==> config.mk <==
export PLATFORM = sky130hd
export DESIGN_NAME = aes_block_serializer
export DESIGN_NICKNAME = d
export VERILOG_FILES = /design/src/rtl/aes_block_serializer_pkg.sv /design/src/rtl/aes_block_serializer.sv
export SDC_FILE = /design/constraint.sdc
export NUM_CORES = 1
export LEC_CHECK = 0
export CAP_MARGIN = 20
export CORE_UTILIZATION = 38
export DETAILED_ROUTE_END_ITERATION = 16
export GPL_TIMING_DRIVEN = 0
export PLACE_DENSITY = 0.67
export SLEW_MARGIN = 20
export SYNTH_ARGS = -nofsm -noshare
export SYNTH_HDL_FRONTEND = slang
export SYNTH_SLANG_ARGS = --single-unit
==> constraint.sdc <==
create_clock -name clk_i -period 1.8 [get_ports clk_i]
set_input_delay 0.36 -clock clk_i [delete_from_list [all_inputs] [get_ports clk_i]]
set_output_delay 0.36 -clock clk_i [all_outputs]
set_load 0.1 [all_outputs]
==> src/rtl/aes_block_serializer_pkg.sv <==
// Shared types and sizes for the AES output block serializer.
// The engine and the serializer agree on block/word geometry through these constants.
package aes_block_serializer_pkg;

  localparam int unsigned AES_BLOCK_W = 128;
  localparam int unsigned AES_WORD_W  = 32;
  localparam int unsigned AES_NWORDS  = AES_BLOCK_W / AES_WORD_W;

  typedef enum logic {
    IDLE = 1'b0,
    SEND = 1'b1
  } aes_ser_state_t;

  // Status bundle exported towards the controller's flag register.
  typedef struct packed {
    logic                          busy;
    logic [$clog2(AES_NWORDS)-1:0] word_cnt;
    logic                          block_done;
  } flags_serializer_t;

endpackage

==> src/rtl/aes_block_serializer.sv <==
// Splits one AES result block into WORD_W-bit words on a valid/ready stream source.
// Output data comes only from the hold register through a word mux.
module aes_block_serializer
  import aes_block_serializer_pkg::*;
#(
  parameter int unsigned BLOCK_W   = AES_BLOCK_W,
  parameter int unsigned WORD_W    = AES_WORD_W,
  parameter bit          MSW_FIRST = 1'b0,
  localparam int unsigned NWORDS   = BLOCK_W / WORD_W,
  localparam int unsigned CNT_W    = (NWORDS > 1) ? $clog2(NWORDS) : 1
) (
  input  logic                clk_i,
  input  logic                rst_ni,
  input  logic                clear_i,
  input  logic                blk_valid_i,
  output logic                blk_ready_o,
  input  logic [BLOCK_W-1:0]  blk_data_i,
  output logic                d_valid_o,
  input  logic                d_ready_i,
  output logic [WORD_W-1:0]   d_data_o,
  output logic [WORD_W/8-1:0] d_strb_o,
  output logic                busy_o,
  output logic [CNT_W-1:0]    word_cnt_o,
  output logic                block_done_o
);

  aes_ser_state_t     state_q, state_d;
  logic [BLOCK_W-1:0] hold_q, hold_d;
  logic [CNT_W-1:0]   cnt_q, cnt_d;
  logic               last_word;

  function automatic logic [WORD_W-1:0] pick_word(input logic [BLOCK_W-1:0] blk,
                                                  input logic [CNT_W-1:0]   idx);
    int unsigned sel;
    sel = MSW_FIRST ? (NWORDS - 1 - 32'(idx)) : 32'(idx);
    return blk[sel*WORD_W +: WORD_W];
  endfunction

  assign last_word = (cnt_q == CNT_W'(NWORDS - 1));

  always_ff @(posedge clk_i or negedge rst_ni) begin
    if (!rst_ni) begin
      state_q <= IDLE;
      hold_q  <= '0;
      cnt_q   <= '0;
    end else begin
      state_q <= state_d;
      hold_q  <= hold_d;
      cnt_q   <= cnt_d;
    end
  end

  // Clear wins over everything; the last-word handshake can accept the next block directly.
  always_comb begin
    state_d      = state_q;
    hold_d       = hold_q;
    cnt_d        = cnt_q;
    blk_ready_o  = 1'b0;
    block_done_o = 1'b0;
    if (clear_i) begin
      state_d = IDLE;
      hold_d  = '0;
      cnt_d   = '0;
    end else begin
      case (state_q)
        IDLE: begin
          blk_ready_o = 1'b1;
          if (blk_valid_i) begin
            hold_d  = blk_data_i;
            cnt_d   = '0;
            state_d = SEND;
          end
        end
        SEND: begin
          if (d_ready_i) begin
            if (last_word) begin
              block_done_o = 1'b1;
              blk_ready_o  = 1'b1;
              cnt_d        = '0;
              if (blk_valid_i) begin
                hold_d = blk_data_i;
              end else begin
                state_d = IDLE;
              end
            end else begin
              cnt_d = cnt_q + CNT_W'(1);
            end
          end
        end
        default: state_d = IDLE;
      endcase
    end
  end

  assign d_valid_o  = (state_q == SEND);
  assign busy_o     = (state_q == SEND);
  assign word_cnt_o = cnt_q;
  assign d_data_o   = (state_q == SEND) ? pick_word(hold_q, cnt_q) : '0;
  assign d_strb_o   = '1;

endmodule

==> qor.yml, run 1 <==
fp.dieH_um: 125.8
required_ns: 1.44
htreeDepth: 4
power.switching_mw: 2.184
io_buffers: 170
fin_worst_skew_ns: 0.005679
crit_slowest_cell: "mux4_2"
fmax_ghz: 0.4202
cts_root_buf: "clkbuf_16"
dp.cells: 744
core_area_sq_um: 14750
total_power_mw: 8.532
drive_gt1_share_pct: 35.43
worstSetupPathType: "reg -> out"
die_w_um: 125.8
dp.final_hpwl_um: 11550
finalSetupViolations: 162
p_leak_nw: 4.289
critPathArrivalTime_ns: 2.02
gp_congestion: 0.8008
cp-end-kind: "output port"
vias: 4465
ys_seq_area_share_pct: 56.31
viasPerCell: 5.547
clockBufferDepth: 2
rows: 44
synth_seq_cells: 131
grt_pass1_wl_um: 26150
dr.pass1.iters: 5
cp_common_cell: "buf_12"
fillers: 1068
synth_area_sq_um: 5822
initial_core_util_pct: 39.46
swShare_pct: 25.60
slew_viol_final: 0
cp_num_buf_inv: 3
rsz0062_at_grt: "yes"
p_int_mw: 6.347
die-area_sq_um: 15820
path_clk_slew_ns: 0.06
violations: "setup timing"
timing.final.crit_share_pct: 132.2
antenna_cells: 0
layoutNonFillerInstCount: 805
clkPwrFrac_pct: 42.9
crit_path_max_fanout: 5
multiInputGateArea_sq_um: 2308
fin_nets: 743
clk_latency_ns: 0.43
hold_viol_final: 0
cts_inserted_buffers: 17
slowest_delay_ns: 0.48
top_level_ports: 175
grt_max_degree: 80
ant_nets: 0
status: "finished with violations"
cts_tree: "yes"
grt_pass1_vias: 4680
p_seq_share_pct: 37.8
seq_area_sq_um: 3289
ys_types: 25
fin_crit_ns: 2.380
timing.final.ws_setup_ns: -0.5800
crit_path_start_kind: "flip-flop"
synth_area_per_cell_sq_um: 15.08
detail_route.wl_per_cell_um: 22.81
maxCapViolations: 0
overflow: 0
combPwrFrac_pct: 19.3
maxSlewHeadroom_pct: 65.05
power_density_nw_per_um2: 886.4
hp-class: "in -> async"
drcViolationCount: 0
fin_util_pct: 65.24
grtUsageTotal_pct: 22.19
routed_wl_um: 18360
whs_ns: 0.4261
antenna_found_initial: 0
syn-instance-count: 386
synth_warnings: 0
cts.sinks: 131
crit_family: "multiplexers"
tightest_slew_ns: 0.5295
fin_setup_tns_ns: -35.20
drt_iter0_drc: 309
peakVddDrop_uv: 691.7
crit_chain: "buf_12, clkbuf_16, mux4_2, and2_4, buf_12"
area_growth_pct: 65.33
registers in the layout (all words and copies together), names as in the netlist:
name	cells
busy_o	1
hold_q	128
word_cnt_o	2
worst reg2reg max path, stage by stage (launching register included):
cell	delay, ns
dfrtp_4	0.51
buf_4	0.16
ha_4	0.17
a21boi_4	0.21
buf_6	0.14
o21ba_4	0.23
buf_6	0.13
buf_12	0.12
buf_8	0.14
a22o_1	0.15
layout make-up:
class	count	area share, %
inverter	1	0.03900
tap	184	2.392
clock buffer	18	4.563
timing repair buffer	201	27.41
sequential	131	34.17
buffer	45	5.525
multi-input combinational	212	23.98
clock inverter	13	1.911
cells by family (layout without fill, tap and decap cells):
group                    count (synthesis)  count (layout)  synth area share [%]
multiplexers                            33              33                 12.64
buffers and inverters                   46             278                 6.297
flip-flops                             131             131                 56.31
AO/OA/AOI/OAI                          133             133                 20.05
AND/OR/NAND/NOR                         41              41                 4.427
adder cells (fa/ha/maj)                  1               1                0.2149
other                                    1               4               0.06441
cells in the final DEF (no fill, tap or decap), types with 2 or more instances in the layout:
master,synthesis,routed
a21oi_1,2,2
a22o_1,128,128
and2_4,0,32
buf_12,2,44
buf_2,18,5
buf_4,6,14
buf_6,14,12
buf_8,1,13
bufinv_16,0,4
clkbuf_16,0,34
clkbuf_2,0,3
clkbuf_4,0,4
clkdlybuf4s50_1,0,131
clkinv_2,0,2
clkinvlp_4,0,6
conb_1,1,4
dfrtp_1,131,128
dfrtp_4,0,3
mux4_2,31,32
nor2_1,4,3
cell usage after synthesis:
master	instances	area, sq um
and4b_1	1	10.01
buf_4	6	45.04
nor3_2	1	10.01
and2_1	32	200.2
a21boi_2	1	11.26
a22o_1	128	1121
dfrtp_1	131	3278
nor2_1	4	15.01
mux4_1	1	26.28
a21oi_1	2	10.01
nor3b_1	1	7.510
ha_1	1	12.51
nand2b_1	1	6.260
or3b_1	1	8.760
o21ba_1	1	10.01
conb_1	1	3.750
buf_2	18	90.09
inv_1	1	3.750
buf_12	2	40.04
buf_6	14	157.7
clkbuf_1	4	15.01
buf_8	1	15.01
mux4_2	31	698.2
mux2_2	1	11.26
a311oi_2	1	15.01
routing by layer:
layer	track usage [%]	vias up	share of wire, %
met1	30.16	2291	43
met5	0	-	0
li1	-	1959	-
met3	5.947	26	6.3
met2	34.38	189	49
met4	8.009	0	1.7
power groups by stage:
stage	sequential [mW]	clock, mW	combinational, mW
after floorplan	3.26	0	0.747
after global placement	3.26	0	1.30
after detailed placement	3.27	0	1.32
after CTS	3.22	3.70	1.41
after global routing	3.24	3.85	1.73
final	3.23	3.66	1.64
path summary, 6_finish.rpt:
kind,startpoint,to,slack [ns],cells past startpoint
max,word_cnt_o[0],d_data_o[6],-0.58,5
min,rst_ni,hold_q[104],0.43,2
max reg2reg,word_cnt_o[0],hold_q[84],-0.21,9
min reg2reg,hold_q[82],hold_q[82],0.50,1
max in group asynchronous,rst_ni,busy_o,0.61,3
min in group clk_i,hold_q[82],hold_q[82],0.50,1
through the flow:
stage | setup WS [ns] | instance area [sq um]
after detailed placement | -1.121 | 7910
after global routing | -0.6328 | 9625
after CTS | -0.6026 | 8912
final | -0.5800 | 9625
after floorplan | -0.2673 | 5946
after global placement | -5.529 | 7878
timing repair:
item                       CTS  global route
pin swaps                    1             2
gates cloned                 0            19
hold endpoints to repair    52             0
resized for setup          326            76
setup endpoints to repair  157           155
buffers inserted             3             7
hold buffers                 1             0
Power figures use the tool's default switching activity.
==> inputs of run 2 (changes only) <==
--- a/config.mk
+++ b/config.mk
@@ -5,7 +5,6 @@
 export SDC_FILE = /design/constraint.sdc
 export NUM_CORES = 1
 export LEC_CHECK = 0
-export CAP_MARGIN = 20
 export CORE_UTILIZATION = 38
 export DETAILED_ROUTE_END_ITERATION = 16
 export GPL_TIMING_DRIVEN = 0
==> results of run 2 <==
The final DEF is identical to that of run 1; final timing and power are the same.
==> inputs of run 3 (changes only) <==
--- a/config.mk
+++ b/config.mk
@@ -9,6 +9,7 @@
 export DETAILED_ROUTE_END_ITERATION = 16
 export GPL_TIMING_DRIVEN = 0
 export PLACE_DENSITY = 0.67
+export SKIP_CTS_REPAIR_TIMING = 1
 export SLEW_MARGIN = 20
 export SYNTH_ARGS = -nofsm -noshare
 export SYNTH_HDL_FRONTEND = slang
==> run 3 against run 2 <==
  * Power fell by 2.6%
  * Global-route usage shrank 0.33 points
  * Clock power barely moved
  * Sequential cell count unchanged
  * The flow still finishes with violations (setup timing)
  * Wire length decreased by 8.9%
  * Combinational power fell by 13%
==> qor.yml, run 3 (synthesized netlist as in run 1, its figures left out) <==
violations: "setup timing"
antenna_found_initial: 0
fin_nets: 720
clockBufferDepth: 2
worstSetupPathType: "reg -> out"
status: "finished with violations"
top_level_ports: 175
whs_ns: 0.4249
fp.dieH_um: 125.8
hp-class: "in -> async"
gp_congestion: 0.8008
crit_slowest_cell: "mux4_2"
place_area_sq_um: 7910
rsz0062_at_grt: "yes"
core_area_sq_um: 14750
fin_util_pct: 61.08
required_ns: 1.44
total_power_mw: 8.307
largest_register_ffs: 128
dp.cells: 744
antenna_cells: 0
crit_path_max_fanout: 6
dr.pass1.iters: 5
finalInstanceArea_sq_um: 9011
vias: 4291
layoutNonFillerInstCount: 782
grt_pass1_vias: 4639
slew_viol_final: 0
final_cell_mix: "131 x clkdlybuf4s50_1, 128 x a22o_1, 128 x dfrtp_1"
power_density_nw_per_um2: 921.8
detail_route.wl_per_cell_um: 21.40
maxCapViolations: 0
crit_chain: "buf_12, clkbuf_16, mux4_2, and2_4, buf_12"
htreeDepth: 4
die-area_sq_um: 15820
maxSlewHeadroom_pct: 33.55
area_growth_pct: 54.78
rows: 44
initial_core_util_pct: 39.46
timing.final.crit_share_pct: 132.1
viasPerCell: 5.487
fin_worst_skew_ns: 0.004420
peakVddDrop_uv: 691.8
cts_root_buf: "clkbuf_16"
fmax_ghz: 0.4206
finalSetupViolations: 73
die_w_um: 125.8
crit_path_start_kind: "flip-flop"
p_leak_nw: 4.046
cts.sinks: 131
grt_pass1_wl_um: 25800
drive_gt1_share_pct: 32.61
io_buffers: 170
final_common_cell: "clkdlybuf4s50_1"
grtUsageTotal_pct: 21.86
fin_setup_tns_ns: -18.80
fin_crit_ns: 2.378
cp-end-kind: "output port"
top_register: "hold_q"
drt_iter0_drc: 287
path_clk_slew_ns: 0.06
dp_slack_ns: -1.121
hold_viol_final: 0
slowest_delay_ns: 0.49
cts_tree: "yes"
timing.final.ws_setup_ns: -0.5776
grt_max_degree: 80
drcViolationCount: 0
ant_nets: 0
clk_latency_ns: 0.42
critPathArrivalTime_ns: 2.02
cts_inserted_buffers: 17
dp.final_hpwl_um: 11550
cp_common_cell: "buf_12"
routed_wl_um: 16730
tightest_slew_ns: 0.9951
overflow: 0
==> run 3: layout make-up <==
class,instances,area [sq um]
Fill cell,1145,5743
Sequential cell,131,3289
Multi-Input combinational cell,212,2283
Timing Repair Buffer,178,2173
Clock buffer,18,439.2
Buffer,45,407.9
Tap cell,184,230.2
Clock inverter,13,183.9
Inverter,1,3.754
==> run 3: worst max-delay path, delay by kind of cell (launching register included) <==
family	cells	cell delay, ns
mux	1	0.49
buf+inv	3	0.48
flops	1	0.44
simple gates	1	0.18
==> run 3: path summary, 6_finish.rpt <==
path / start / endpoint / slack (ns) / cells after the start
min in group clk_i: hold_q[82] / hold_q[82] / 0.50 / 1
worst min-delay path: rst_ni / hold_q[104] / 0.42 / 2
max in group asynchronous: rst_ni / busy_o / 0.60 / 3
worst min register to register: hold_q[82] / hold_q[82] / 0.50 / 1
worst max register to register: word_cnt_o[0] / hold_q[83] / -0.03 / 6
worst max-delay path: word_cnt_o[0] / d_data_o[8] / -0.58 / 5
==> run 3: power by group <==
group / internal, mW / total, mW / switching (mW)
registers: 3.12 / 3.22 / 0.106
clock network: 2.34 / 3.65 / 1.31
logic: 0.736 / 1.43 / 0.698
total: 6.19 / 8.31 / 2.11
==> run 3: per-layer routing <==
| metal | share of wire [%] | GRT usage, % | vias up |
|---|---|---|---|
| met5 | 0 | 0 | - |
| met4 | 1.6 | 7.938 | 0 |
| met3 | 6.4 | 6.032 | 23 |
| met2 | 48 | 33.66 | 166 |
| met1 | 44 | 29.76 | 2196 |
| li1 | - | - | 1906 |
